### src/rtl/branch_sequencer.sv
// Branch resolution sequencer: stalls IF/ID until the compare resolves, then redirects.
// Optional statistics counters are built only when BRANCH_STATS_EN is defined.
module branch_sequencer #(
  parameter int unsigned TIMEOUT = 15
) (
  input  logic        clk,
  input  logic        reset,
  input  logic        BranchReq,
  input  logic [2:0]  BranchOp,
  input  logic [31:0] Target,
  input  logic        OpndReady,
  input  logic        CmpValid,
  input  logic        Zero,
  input  logic        Gt,
  output logic        Stall,
  output logic        PCSrc,
  output logic [31:0] PCTarget,
  output logic        Flush,
  output logic        Timeout,
  output logic [15:0] BranchCount,
  output logic [15:0] TakenCount
);

  typedef enum logic [1:0] {
    S_IDLE,
    S_WAIT,
    S_EVAL,
    S_REDIRECT
  } state_t;

  localparam logic [7:0] LP_LAST = 8'(TIMEOUT - 1);

  state_t      r_state;
  state_t      w_next;
  logic [2:0]  r_op;
  logic [31:0] r_target;
  logic [7:0]  r_cnt;
  logic        w_taken;
  logic        w_accept;
  logic        w_enter_redir;

  assign w_accept      = (r_state == S_IDLE) && BranchReq;
  assign w_enter_redir = (r_state == S_EVAL) && CmpValid && w_taken;
  assign PCTarget      = r_target;

  always_comb begin
    w_taken = 1'b0;
    unique case (r_op)
      3'd0: w_taken = Zero;
      3'd1: w_taken = !Zero;
      3'd2: w_taken = Gt;
      3'd3: w_taken = Gt | Zero;
      3'd4: w_taken = !Gt & !Zero;
      3'd5: w_taken = !Gt;
      3'd6: w_taken = 1'b1;
      3'd7: w_taken = 1'b0;
    endcase
  end

  always_comb begin
    w_next  = r_state;
    Stall   = 1'b0;
    PCSrc   = 1'b0;
    Flush   = 1'b0;
    Timeout = 1'b0;
    unique case (r_state)
      S_IDLE: begin
        if (BranchReq)
          w_next = OpndReady ? S_EVAL : S_WAIT;
      end
      S_WAIT: begin
        Stall = 1'b1;
        if (OpndReady)
          w_next = S_EVAL;
      end
      S_EVAL: begin
        Stall = 1'b1;
        // a late compare on the final cycle still wins over the timeout
        if (CmpValid)
          w_next = w_taken ? S_REDIRECT : S_IDLE;
        else if (r_cnt == LP_LAST) begin
          Timeout = 1'b1;
          w_next  = S_IDLE;
        end
      end
      S_REDIRECT: begin
        PCSrc  = 1'b1;
        Flush  = 1'b1;
        w_next = S_IDLE;
      end
    endcase
  end

  always_ff @(posedge clk) begin
    if (reset) begin
      r_state  <= S_IDLE;
      r_op     <= 3'd0;
      r_target <= 32'd0;
      r_cnt    <= 8'd0;
    end else begin
      r_state <= w_next;
      if (w_accept) begin
        r_op     <= BranchOp;
        r_target <= Target;
      end
      if (r_state == S_EVAL)
        r_cnt <= r_cnt + 8'd1;
      else
        r_cnt <= 8'd0;
    end
  end

`ifdef BRANCH_STATS_EN
  logic [15:0] r_bcnt;
  logic [15:0] r_tcnt;

  always_ff @(posedge clk) begin
    if (reset) begin
      r_bcnt <= 16'd0;
      r_tcnt <= 16'd0;
    end else begin
      if (w_accept && (r_bcnt != 16'hFFFF))
        r_bcnt <= r_bcnt + 16'd1;
      if (w_enter_redir && (r_tcnt != 16'hFFFF))
        r_tcnt <= r_tcnt + 16'd1;
    end
  end

  assign BranchCount = r_bcnt;
  assign TakenCount  = r_tcnt;
`else
  logic w_unused;
  assign w_unused    = w_enter_redir;
  assign BranchCount = 16'd0;
  assign TakenCount  = 16'd0;
`endif

endmodule

### config.mk
export PLATFORM = sky130hd
export DESIGN_NAME = branch_sequencer
export DESIGN_NICKNAME = d
export VERILOG_FILES = /design/src/rtl/branch_sequencer.sv
export SDC_FILE = /design/constraint.sdc
export NUM_CORES = 1
export LEC_CHECK = 0
export ABC_AREA = 1
export ABC_CLOCK_PERIOD_IN_PS = 3650
export CAP_MARGIN = 20
export CORE_ASPECT_RATIO = 0.9
export CORE_MARGIN = 2
export CORE_UTILIZATION = 34
export CTS_CLUSTER_SIZE = 28
export DETAILED_ROUTE_END_ITERATION = 10
export DONT_BUFFER_PORTS = 1
export SKIP_LAST_GASP = 1
export SLEW_MARGIN = 25
export SYNTH_ARGS = -nofsm -noshare
export SYNTH_HDL_FRONTEND = slang
export SYNTH_SLANG_ARGS = --single-unit
### constraint.sdc
create_clock -name clk -period 3.65 [get_ports clk]
set_clock_uncertainty 0.2 [all_clocks]
set_input_delay 0.73 -clock clk [delete_from_list [all_inputs] [get_ports clk]]
set_output_delay 0.73 -clock clk [all_outputs]
set_load 0.02 [all_outputs]
Word level (Yosys, flattened, before mapping)
Cells that the tools add are included.
- add/sub/neg operators: 1
- $mul: 0
- div/mod/pow operators: 0
- magnitude comparators: 0
- equality and inequality tests: 14
- shift operators: 0
- multiplexer cells: 13
- bitwise gates (word level): 3
- reduce and logical (&&, ||, !) cells: 8
- operators by type and width (kind ; count):
    $eq 3x3->1 const B ; 4
    $mux 2 ; 6
    $add 8x1->8 const B ; 1
    $eq 8x4->1 const B ; 1
    $pmux 1 s8 ; 1
    $pmux 2 s4 ; 1
    $eq 3x2->1 const B ; 2
    $mux 1 ; 5
    $eq 2x2->1 const B ; 2
    $ne 2x2->1 const B ; 2
    $reduce_or 2->1 ; 2
    $eq 3x1->1 const B ; 1
    $logic_not 3->1 ; 1
    $ne 3x2->1 const B ; 1
    $reduce_and 3->1 ; 1
    $eq 2x1->1 const B ; 1
    $logic_not 1->1 ; 2
    $logic_not 2->1 ; 1
    $and 1x1->1 ; 1
    $logic_and 1x1->1 ; 1
    $not 1->1 ; 1
    $or 1x1->1 ; 1
- register bits after elaboration: 45
- latch bits: 0
- RAM bits: 0
- memory bits (read-only): 0
- input port bits: 42
- output and inout bits: 68
- memories kept: 0

Logic depth before layout (Yosys ltp)
- word-level depth: 6
- gate-level depth with buffers: 10
- mapped depth without buffers: 10

Worst setup path after synthesis
Ideal clock, no wire load.
- path kind: in2out
- start: input port CmpValid
- end: output port Timeout
- data arrival time: 1.227 ns
- data required time: 2.720 ns
- setup slack: 1.493 ns
- stages on the path: 1
- buffers on the path: 0
- cell sequence: nor3_1
- word-level cells in the longest chain between the ends: 2
- RTL lines (item ; line ; RTL):
    start: declaration ; 12 ; input logic CmpValid,
    $mux 1 ; 79 ; if (CmpValid)
    $mux 1 ; 66 ; unique case (r_state)
    end: declaration ; 19 ; output logic Timeout,
Every way passes these cells.

Worst setup path after layout
- start: register r_state[0]
- end: output port Timeout
- word-level cells in the longest chain between the ends: 2
- RTL lines (item ; line ; RTL):
    start: declaration ; 33 ; state_t r_state;
    start signal: assignment ; 101 ; r_state <= w_next;
    $eq 2x2->1 ; 66 ;
    $mux 1 ; 66 ;
Every way passes these cells.

==> metrics.md <==
| Metric | Value |
|---|---|
| Status | `complete, no violations` |
| Dpl cells | `338` |
| Setup TNS | `0 ns` |
| Worst-Skew Late Latency | `0.29 ns` |
| Hold/Removal Path Class | `reg2reg` |
| ANT nets after route | `0` |
| Die area | `0.00681 mm²` |
| Routed len/inst | `11.7 µm` |
| Finished Layout Cells | `346` |
| Vias per cell | `4.46` |
| Start point of the worst hold path | `r_cnt[7]` |
| Worst setup EP type | `primary output` |
| Vias in the first global route | `1,469` |
| Startpoint Class | `flip-flop` |
| Footprint of the multi-input gates | `931 µm²` |
| H-Tree Depth | `2` |
| Root buffer cell | `clkbuf_8` |
| Share of cells above drive strength 1 | `6.93%` |
| Global placement routability congestion | `0.775` |
| Initial Util | `34.6%` |
| Worst slew margin | `44.2%` |
| Slowest cell on crit path | `nor3_1` |
| Crit Path Max Fanout | `4` |
| Post-synthesis sequential area ratio | `43.0%` |
| CTS buffer count | `5` |
| WP data required | `2.72 ns` |
| Setup violations, final | `0` |
| Mapped Area | `0.00209 mm²` |
| Worst R2R End | `PCTarget[30]` |
| Area Growth Syn to Fin | `0.0597%` |
| Worst-Margin Slew | `0.831 ns` |
| Synth unique cells | `24` |
| CP cell instances | `inv_1 -> ha_1 -> inv_1 -> nor3_1` |
| Power Total | `1.56 mW` |
| Fmax | `410 MHz` |
| Total global-route track usage | `12.1%` |
| Hold Path Depth | `2` |
| Clock Sinks | `45` |
| CP Class | `reg2out` |
| WP data arrival | `1.51 ns` |
| Crit path top cell by count | `inv_1` |
| Maximum VDD drop | `0.315 mV` |
| Grt ovf | `0` |
| RSZ-0062 raised after global routing | `no` |
| CTS Buffer Depth | `2` |
| DRC violations left | `0` |
| Final Hold Fails | `0` |
| Vias | `1,543` |
| CTS tree | `yes` |
| Worst hold path endpoint | `r_cnt[7]` |
| Port buffer count | `0` |
| R2R depth | `7` |
| Slowest stage delay, CP | `0.52 ns` |
| # diodes | `0` |
| Crit path time final | `2.44 ns` |
| I/O pins | `110` |
| Drt pass-1 iters | `4` |
| Core area | `0.00605 mm²` |
| Post-CTS setup buffer count | `0` |
| R2r setup slk | `1.70 ns` |
| Leak | `0.911 nW` |
| Final Net Count | `322` |
| Quantity of gates resized following cts | `0` |
| Total detailed-routing wirelength | `4.03 mm` |
| Final-layout fill cell count | `647` |
| YS warnings | `0` |
| Max-cap viol count | `0` |
| Initial antenna violation count | `0` |
| Die Width | `86.7 µm` |
| Fin. max-slew vios | `0` |
| DR iter-0 viols | `58` |
| First-pass GRT wire length | `6.61 mm` |
| Clock slew at reported path FFs | `0.08 ns` |
| Largest net degree at the start of global routing | `39` |
| Pwr per Cell Area | `744 mW/mm²` |
| CTS hold repair buffers | `0` |
| Post-synthesis cell count | `277` |
| Cell Rows | `27` |
| Die Ht | `78.5 µm` |
| FF-to-FF Start | `r_state[0]` |
| #FFs+latches synth | `45` |
| Synthesized area per cell | `7.56 µm²` |
| Final period utilization | `66.8%` |
| Register area | `901 µm²` |
| Post-DP HPWL | `2.87 mm` |
-- power breakdown --
part           total, mW  switching (mW)  internal, mW
registers          0.824           0.208         0.616
clock network      0.301           0.166         0.135
logic              0.434           0.298         0.136
-- worst max-delay path, delay by kind of cell, from the launching register on --
family	cells	cell delay [ns]
flops	1	0.34
buf+inv	2	0.18
simple gates	1	0.52
fa+ha+maj	1	0.18
-- flip-flops by register name, summed over array words and instances, names as in the netlist --
signal,cells
PCTarget,32
r_cnt,8
r_op,3
r_state,2
-- how the worst max path moves through the flow --
| stage | from | end | slack (ns) | cells after the start |
|---|---|---|---|---|
| finish | r_state[0] | Timeout | 1.21 | 4 |
| CTS | r_state[0] | Timeout | 1.19 | 4 |
| floorplan | CmpValid | Timeout | 1.49 | 1 |
| global route | r_state[0] | Timeout | 1.10 | 4 |
| global placement | CmpValid | Timeout | 1.47 | 1 |
| detailed placement | CmpValid | Timeout | 1.47 | 1 |
-- stage by stage --
step	worst slack (ns)	util, %	cell area (µm²)	hold WS (ns)
after floorplan	1.49	-	2210	0.240
after global placement	1.47	33.2	2010	0.258
after detailed placement	1.47	33.2	2010	0.255
after CTS	1.19	34.7	2100	0.271
after global routing	1.10	34.7	2100	0.298
final	1.21	34.7	2100	0.275
-- cells by family (layout without fill, tap and decap cells) --
logic type / after synthesis / count (layout) / share of synthesized area (%)
adders and majority gates: 7 / 7 / 4.18
other: 1 / 32 / 0.179
and+or+nand+nor: 113 / 113 / 22.3
DFF: 45 / 45 / 43.0
buffers and inverters: 64 / 30 / 18.1
AOI/OAI and AO/OA: 44 / 44 / 10.9
xor gates and xnor gates: 3 / 3 / 1.25
-- cells in the final DEF, fill, tap and decap left out --
| master | n |
|---|---|
| clkbuf_1 | 1 |
| nand2_2 | 2 |
| nor3_1 | 2 |
| o21ai_0 | 35 |
| nor2_2 | 1 |
| dfxtp_1 | 45 |
| and3_4 | 1 |
| inv_2 | 3 |
| conb_1 | 32 |
| o22ai_1 | 1 |
| nand3_1 | 4 |
| clkbuf_8 | 5 |
| xor2_1 | 2 |
| nand2_1 | 20 |
| xnor2_1 | 1 |
| nand3_2 | 1 |
| clkinvlp_4 | 2 |
| a21oi_2 | 2 |
| clkinv_1 | 1 |
| nor2_1 | 79 |
| nand3b_1 | 1 |
| ha_1 | 7 |
| buf_4 | 1 |
| inv_1 | 17 |
| a21oi_1 | 6 |
| nand4_1 | 1 |
| nand4_2 | 1 |
-- cell type report --
| cell class | instances | area share (%) |
|---|---|---|
| Sequential cell | 45 | 43.0 |
| Tap cell | 72 | 4.30 |
| Clock buffer | 6 | 3.46 |
| Clock inverter | 2 | 0.716 |
| Timing Repair Buffer | 1 | 0.358 |
| Multi-Input combinational cell | 199 | 44.4 |
| Inverter | 21 | 3.76 |
-- per-layer routing --
metal	part of all wire, %	up-vias	GRT usage, %	wire (µm)
met4	1.9	0	5.78	77
met2	49	66	20.8	1970
met5	0	-	0	0
li1	-	788	-	-
met1	41	680	13.5	1660
met3	8.1	9	3.89	326
-- Yosys cell counts --
cell / number / area [µm²]
nand3_2: 1 / 10.0
dfxtp_1: 45 / 901
nand3b_1: 1 / 7.51
nand4_1: 1 / 6.26
and3_4: 1 / 11.3
xor2_1: 2 / 17.5
clkbuf_1: 6 / 22.5
o22ai_1: 1 / 6.26
nand2_2: 2 / 12.5
o21ai_0: 35 / 175
nand4_2: 1 / 12.5
a21oi_1: 6 / 30.0
nor2_2: 1 / 6.26
xnor2_1: 1 / 8.76
buf_4: 37 / 278
conb_1: 1 / 3.75
nand3_1: 4 / 20.0
nor3_1: 2 / 10.0
ha_1: 7 / 87.6
a21oi_2: 2 / 17.5
inv_1: 18 / 67.6
inv_2: 3 / 11.3
nor2_1: 79 / 297
nand2_1: 20 / 75.1
(Power assumes the default switching activity.)
